<file path="config.mk">
export PLATFORM = sky130hd
export DESIGN_NAME = keccak_hash_scheduler
export DESIGN_NICKNAME = d
export VERILOG_FILES = /design/src/rtl/keccak_hash_scheduler.sv
export SDC_FILE = /design/constraint.sdc
export NUM_CORES = 1
export LEC_CHECK = 0
export ABC_CLOCK_PERIOD_IN_PS = 4400
export CAP_MARGIN = 20
export CORE_MARGIN = 3
export CORE_UTILIZATION = 50
export DETAILED_ROUTE_END_ITERATION = 6
export GPL_ROUTABILITY_DRIVEN = 0
export HOLD_SLACK_MARGIN = 0.05
export PLACE_DENSITY = 0.78
export SETUP_SLACK_MARGIN = 0.1
export SLEW_MARGIN = 25
export SYNTH_ARGS = -nofsm -noshare
export SYNTH_HDL_FRONTEND = slang
export SYNTH_SLANG_ARGS = --single-unit
</file>
<file path="constraint.sdc">
create_clock -name ex_clk -period 4.4 [get_ports ex_clk]
set_input_delay 0.66 -clock ex_clk [delete_from_list [all_inputs] [get_ports ex_clk]]
set_output_delay 0.66 -clock ex_clk [all_outputs]
set_load 0.01 [all_outputs]
</file>
<file path="src/rtl/keccak_hash_scheduler.sv">
// Control sequencer for the shared Keccak-f[1600] datapath: arbitrates two requesters
// and steps each job through clear, per-block absorb + 24-round permute, then squeeze.
module keccak_hash_scheduler #(
    parameter int NUM_ROUNDS = 24,
    parameter int RATE_LANES = 17,
    parameter int OUT_LANES  = 4,
    parameter int BLK_W      = 8
) (
    input  logic             ex_clk,
    input  logic             ovr_rst_n,
    input  logic [1:0]       req,
    input  logic [BLK_W-1:0] req_nblk0,
    input  logic [BLK_W-1:0] req_nblk1,
    output logic [1:0]       grant,
    output logic             busy,
    input  logic             in_valid,
    output logic             in_ready,
    output logic             out_valid,
    input  logic             out_ready,
    output logic [4:0]       lane_idx,
    output logic             state_clr,
    output logic             absorb_en,
    output logic             round_en,
    output logic [4:0]       round_idx,
    output logic [1:0]       done
);

    typedef enum logic [2:0] {
        S_IDLE, S_CLEAR, S_ABSORB, S_PERMUTE, S_SQUEEZE, S_DONE
    } state_t;

    state_t           state, state_nx;
    logic [4:0]       lane_cnt, lane_nx;
    logic [4:0]       round_cnt, round_nx;
    logic [BLK_W-1:0] blk_cnt, blk_nx;
    logic [BLK_W-1:0] nblk, nblk_nx;
    logic [1:0]       grant_q, grant_nx;
    // rr_ptr holds the last owner; rr_vld stays low until a job completes so
    // requester 0 wins the first tie after reset.
    logic             rr_ptr, rr_ptr_nx;
    logic             rr_vld, rr_vld_nx;
    logic             win;
    logic [BLK_W-1:0] nblk_sel;

    assign win      = req[1] & (~req[0] | (rr_vld & ~rr_ptr));
    assign nblk_sel = win ? req_nblk1 : req_nblk0;

    always_ff @(posedge ex_clk or negedge ovr_rst_n) begin
        if (!ovr_rst_n) begin
            state     <= S_IDLE;
            lane_cnt  <= '0;
            round_cnt <= '0;
            blk_cnt   <= '0;
            nblk      <= '0;
            grant_q   <= '0;
            rr_ptr    <= 1'b0;
            rr_vld    <= 1'b0;
        end else begin
            state     <= state_nx;
            lane_cnt  <= lane_nx;
            round_cnt <= round_nx;
            blk_cnt   <= blk_nx;
            nblk      <= nblk_nx;
            grant_q   <= grant_nx;
            rr_ptr    <= rr_ptr_nx;
            rr_vld    <= rr_vld_nx;
        end
    end

    always_comb begin
        state_nx  = state;
        lane_nx   = lane_cnt;
        round_nx  = round_cnt;
        blk_nx    = blk_cnt;
        nblk_nx   = nblk;
        grant_nx  = grant_q;
        rr_ptr_nx = rr_ptr;
        rr_vld_nx = rr_vld;
        case (state)
            S_IDLE: begin
                if (|req) begin
                    grant_nx = win ? 2'b10 : 2'b01;
                    // A zero block count still absorbs one (padding-only) block.
                    nblk_nx  = (nblk_sel == '0) ? BLK_W'(1) : nblk_sel;
                    state_nx = S_CLEAR;
                end
            end
            S_CLEAR: begin
                blk_nx   = '0;
                lane_nx  = '0;
                round_nx = '0;
                state_nx = S_ABSORB;
            end
            S_ABSORB: begin
                if (in_valid) begin
                    if (lane_cnt == 5'(RATE_LANES - 1)) begin
                        lane_nx  = '0;
                        blk_nx   = blk_cnt + BLK_W'(1);
                        state_nx = S_PERMUTE;
                    end else begin
                        lane_nx = lane_cnt + 5'd1;
                    end
                end
            end
            S_PERMUTE: begin
                if (round_cnt == 5'(NUM_ROUNDS - 1)) begin
                    round_nx = '0;
                    state_nx = (blk_cnt < nblk) ? S_ABSORB : S_SQUEEZE;
                end else begin
                    round_nx = round_cnt + 5'd1;
                end
            end
            S_SQUEEZE: begin
                if (out_ready) begin
                    if (lane_cnt == 5'(OUT_LANES - 1)) begin
                        lane_nx  = '0;
                        state_nx = S_DONE;
                    end else begin
                        lane_nx = lane_cnt + 5'd1;
                    end
                end
            end
            S_DONE: begin
                rr_ptr_nx = grant_q[1];
                rr_vld_nx = 1'b1;
                grant_nx  = '0;
                state_nx  = S_IDLE;
            end
            default: state_nx = S_IDLE;
        endcase
    end

    assign grant     = grant_q;
    assign busy      = (state != S_IDLE);
    assign in_ready  = (state == S_ABSORB);
    assign out_valid = (state == S_SQUEEZE);
    assign state_clr = (state == S_CLEAR);
    assign round_en  = (state == S_PERMUTE);
    assign absorb_en = in_valid & in_ready;
    assign lane_idx  = lane_cnt;
    assign round_idx = round_cnt;
    assign done      = (state == S_DONE) ? grant_q : 2'b00;

endmodule

</file>
# Word level (Yosys, flattened, before mapping)
# Index checks and enable logic that the tools add are counted.
classes:
  n_lt_le_gt_ge: 1
  n_bitwise: 6
  n_reduce_logical: 13
  n_mux: 24
  n_eq_ne: 14
  add_sub_neg: 3
op_table:
  columns: ["op", "count"]
  rows:
  - ["two-way mux 8 bit", 4]
  - ["two-way mux 5 bit", 5]
  - ["two-way mux 3 bit", 7]
  - ["case mux 8 bit (2 select lines)", 1]
  - ["case mux 3 bit (5 select lines)", 1]
  - ["case mux 5 bit (3 select lines)", 1]
  - ["adder 5 x 1 -> 5 bit (second input constant)", 2]
  - ["equality test 5 bit (second input constant)", 2]
  - ["case mux 5 bit (2 select lines)", 1]
  - ["adder 8 x 1 -> 8 bit (second input constant)", 1]
  - ["zero test 8 bit", 1]
  - ["< comparator 8 bit", 1]
  - ["inequality test 2 x 1 -> 1 bit (second input constant)", 4]
  - ["equality test 3 x 2 -> 1 bit (second input constant)", 2]
  - ["equality test 3 bit (second input constant)", 2]
  - ["two-way mux 2 bit", 3]
  - ["AND reduction 3 bit", 2]
  - ["AND reduction 6 bit", 1]
  - ["nonzero test 2 bit", 3]
  - ["nonzero test 3 bit", 2]
  - ["equality test 5 x 2 -> 1 bit (second input constant)", 1]
  - ["inequality test 2 bit (second input constant)", 2]
  - ["case mux 2 bit (2 select lines)", 1]
  - ["AND reduction 2 bit", 2]
  - ["6 further kinds", 9]
totals:
  out_inout_bits: 20
  input_bits: 22
  register_bits: 33
  word_cells: 69

# Longest topological paths before layout
logic_depth:
  depth_word: 7
  depth_mapped: 7
  depth_no_buf: 6

# Worst setup path after synthesis
# Ideal clock, no wire load.
synth_path:
  path_type: "register -> output"
  start: "register state[0]"
  end: "output port done[0]"
  setup_slack_ns: 2.576
  stages_incl_launch_ff: 5
  n_path_buf: 1
  arrival_time_ns: 1.164
  required_ns: 3.740
  path_cell_list: "dfrtp_1 buf_2 clkinv_1 nor2_1 and2_1"
synth_via:
  elab_chain_cells: 2
synth_lines:
  columns: ["item", "line", "source"]
  rows:
  - ["start, declared", "32", "state_t state, state_nx;"]
  - ["start signal, assigned", "59", "state <= state_nx;"]
  - ["equality test 3 bit", "142", "assign done = (state == S_DONE) ? grant_q : 2'b00;"]
  - ["two-way mux 2 bit", "142", null]
  - ["end, declared", "25", "output logic [1:0] done"]
# Every way passes these cells.

# Worst setup path after layout
# Same ends and word-level chain as after synthesis.

==> qor.yml <==
outcome:
  outcome: "finished clean"
route:
  drc: 0
  via_per_inst: 5.722
  drtPass1Iterations: 4
  wl_per_cell_um: 14.18
  ant_nets: 0
  drt_iter0_drc: 131
  num_vias: 1791
  routed_wl_mm: 4.439
worst_setup_path:
  cp-start-kind: "register"
  cp_max_fo: 11
  required_ns: 3.74
  end_kind: "primary output"
  worst-setup-path-type: "register to primary output"
  crit_arrival_ns: 2.19
yosys:
  yosys.area.top_type: "dfrtp_1"
  synth.distinct_cells: 45
  syn_inst: 221
  netlist_area_um2: 2031
  synth_ff_type: "dfrtp_1"
  seq_area_frac_synth: 0.4067
  synth.area.top_cells: "dfrtp_1, ha_1, mux2i_1"
  synth-async-reset-ratio: 1.000
  yosys_warnings: 0
  synth.top_cell.area_share: 0.4067
  synth_edf_count: 0
  avgSynthCellArea_um2: 9.189
  yosysMostFrequentCell: "dfrtp_1"
  ys_ff_latch: 33
  syn_nets: 254
  synth_commonest_cells: "dfrtp_1, inv_1, nor2_1, a21oi_1, nand2_1"
finish:
  num-fill-cells: 337
  diodes: 0
  area_growth_syn_to_layout_pct: 27.79
  finish.utilization: 0.6831
  drive_above_1_share: 0.07170
  nets: 297
hold_path:
  hold_class: "register to register"
floorplanning:
  fp.dieW_um: 69.73
  num_io_pins: 42
  floorplan.initialDensity: 0.5346
  die_area_um2: 4862
  rows: 22
  die_h_um: 69.73
  core_area_um2: 3799
clock_network:
  htreeDepth: 2
  numCtsBuffers: 5
  clockBufferDepth: 2
  clock-sinks: 33
  cts_tree: "built"
  root_buffer: "clkbuf_8"
  cts.repair.resized: 0
  insertion_delay_ns: 0.28
  postCtsSetupBuffers: 0
  cts.reportedPaths.clkPinSlew_ns: 0.06
  holdBufCountCts: 0
placement:
  hpwl_mm: 3.257
  portBuffers: 41
timing:
  fin_crit_ns: 2.855
  fmax_mhz: 350.3
  setup_viol: 0
  finalCritPeriodShare: 0.6488
  tns_ns: 0
  rsz0062_at_grt: "false"
  slew_headroom: 0.5405
  fin_skew_ns: 0.007775
  finalMaxSlewViolations: 0
  finalHoldViolCount: 0
  tightest_slew_ns: 0.6886
global_routing:
  grt_max_degree: 34
  antenna_found_initial: 0
  grt_first_pass_wirelength_mm: 7.707
  grt_overflow: 0
  first_global_vias: 1703
  grt_use_total: 0.1935
pwr:
  leakage_nw: 1.168
  ir_drop_uv: 388.3
  powerDensity_nw_per_um2: 445.9
flow_run:
  max_cap_viol_count: 0
registers in the layout (all words and copies together), names as in the netlist:
| register | cells |
|---|---|
| round_idx | 5 |
| rr_vld | 1 |
| rr_ptr | 1 |
| nblk | 8 |
| grant | 2 |
| lane_idx | 5 |
| blk_cnt | 8 |
| state | 3 |
through the flow:
| stage | area, um2 | setup slack (ns) | std cells | total power, mW | hold WS [ns] |
|---|---|---|---|---|---|
| finish | 2595 | 1.545 | 313 | 1.157 | 0.4670 |
| global placement | 2479 | 1.748 | 305 | 0.8581 | 0.4527 |
| global route | 2595 | 1.344 | 313 | 1.239 | 0.5200 |
| CTS | 2595 | 1.534 | 313 | 1.163 | 0.4714 |
| floorplan | 2031 | 2.576 | 221 | 0.6803 | 0.3644 |
| detailed placement | 2479 | 1.733 | 305 | 0.8648 | 0.4484 |
critical path: stages, from the launching register on:
cell	delay, ns
dfrtp_1	0.56
clkinv_1	0.35
nor2_1	0.32
and2_1	0.17
clkdlybuf4s50_1	0.53
layer usage:
| layer | share of wire | track usage | wire, um |
|---|---|---|---|
| met1 | 0.48 | 0.2696 | 2149 |
| met2 | 0.46 | 0.2945 | 2051 |
| met3 | 0.035 | 0.04058 | 157 |
| met4 | 0.018 | 0.07447 | 81 |
| met5 | 0 | 0 | 0 |
logic make-up after synthesis:
logic type      after synthesis  synth area share
compound gates               53            0.1676
flops                        33            0.4067
mux                          15           0.07517
simple gates                 78            0.2126
xor+xnor                      3           0.01294
fa+ha+maj                    11           0.06777
buf+inv                      28           0.05730
layout by cell type, fill, tap and decap left out, types with 2 or more instances in the layout:
cell             synthesis  layout
clkdlybuf4s50_1          0      41
dfrtp_1                 33      33
inv_1                   19      19
nor2_1                  18      18
a21oi_1                 17      17
nand2_1                 14      14
mux2i_1                 13      13
o21ai_0                 12      12
ha_1                    11      11
nand2b_1                 7       7
nand3_1                  6       6
clkbuf_8                 0       6
o22ai_1                  5       5
nor3_1                   4       4
or3_1                    3       3
and2_1                   3       3
nor4b_1                  3       3
a32oi_1                  3       3
xor2_1                   3       3
o31ai_1                  3       3
or4_1                    3       3
nand4_1                  3       3
a22o_1                   3       3
nor3b_1                  2       2
a21o_1                   2       2
nor2b_1                  2       2
nor4_1                   2       2
mux2_2                   2       2
or2_2                    2       2
buf_4                    1       2
path summary, 6_finish.rpt:
check                           from           end  slack [ns]  depth (start not counted)
max                         state[0]       done[0]        1.55                          4
max in group asynchronous  ovr_rst_n       nblk[6]        3.30                          2
min in group asynchronous  ovr_rst_n  round_idx[3]        0.78                          2
min reg2reg                   rr_vld        rr_vld        0.47                          1
max reg2reg                 state[2]    blk_cnt[6]        2.31                          6
min                           rr_vld        rr_vld        0.47                          1
final cells by class:
| class | count | area [um2] | area share |
|---|---|---|---|
| flip-flops and latches | 33 | 825.8 | 0.3182 |
| clock buffers | 7 | 86.33 | 0.03327 |
| inverters | 21 | 78.83 | 0.03038 |
| clock inverters | 1 | 30.03 | 0.01157 |
| repair buffers | 43 | 425.4 | 0.1639 |
| well taps | 48 | 60.06 | 0.02314 |
| multi-input cells | 160 | 1089 | 0.4195 |
report_power, final:
part / internal [mW] / switching, mW / total [mW]
Sequential: 0.361 / 0.0797 / 0.441
Combinational: 0.219 / 0.202 / 0.422
Clock: 0.185 / 0.110 / 0.294
Power figures use the tool's default switching activity.
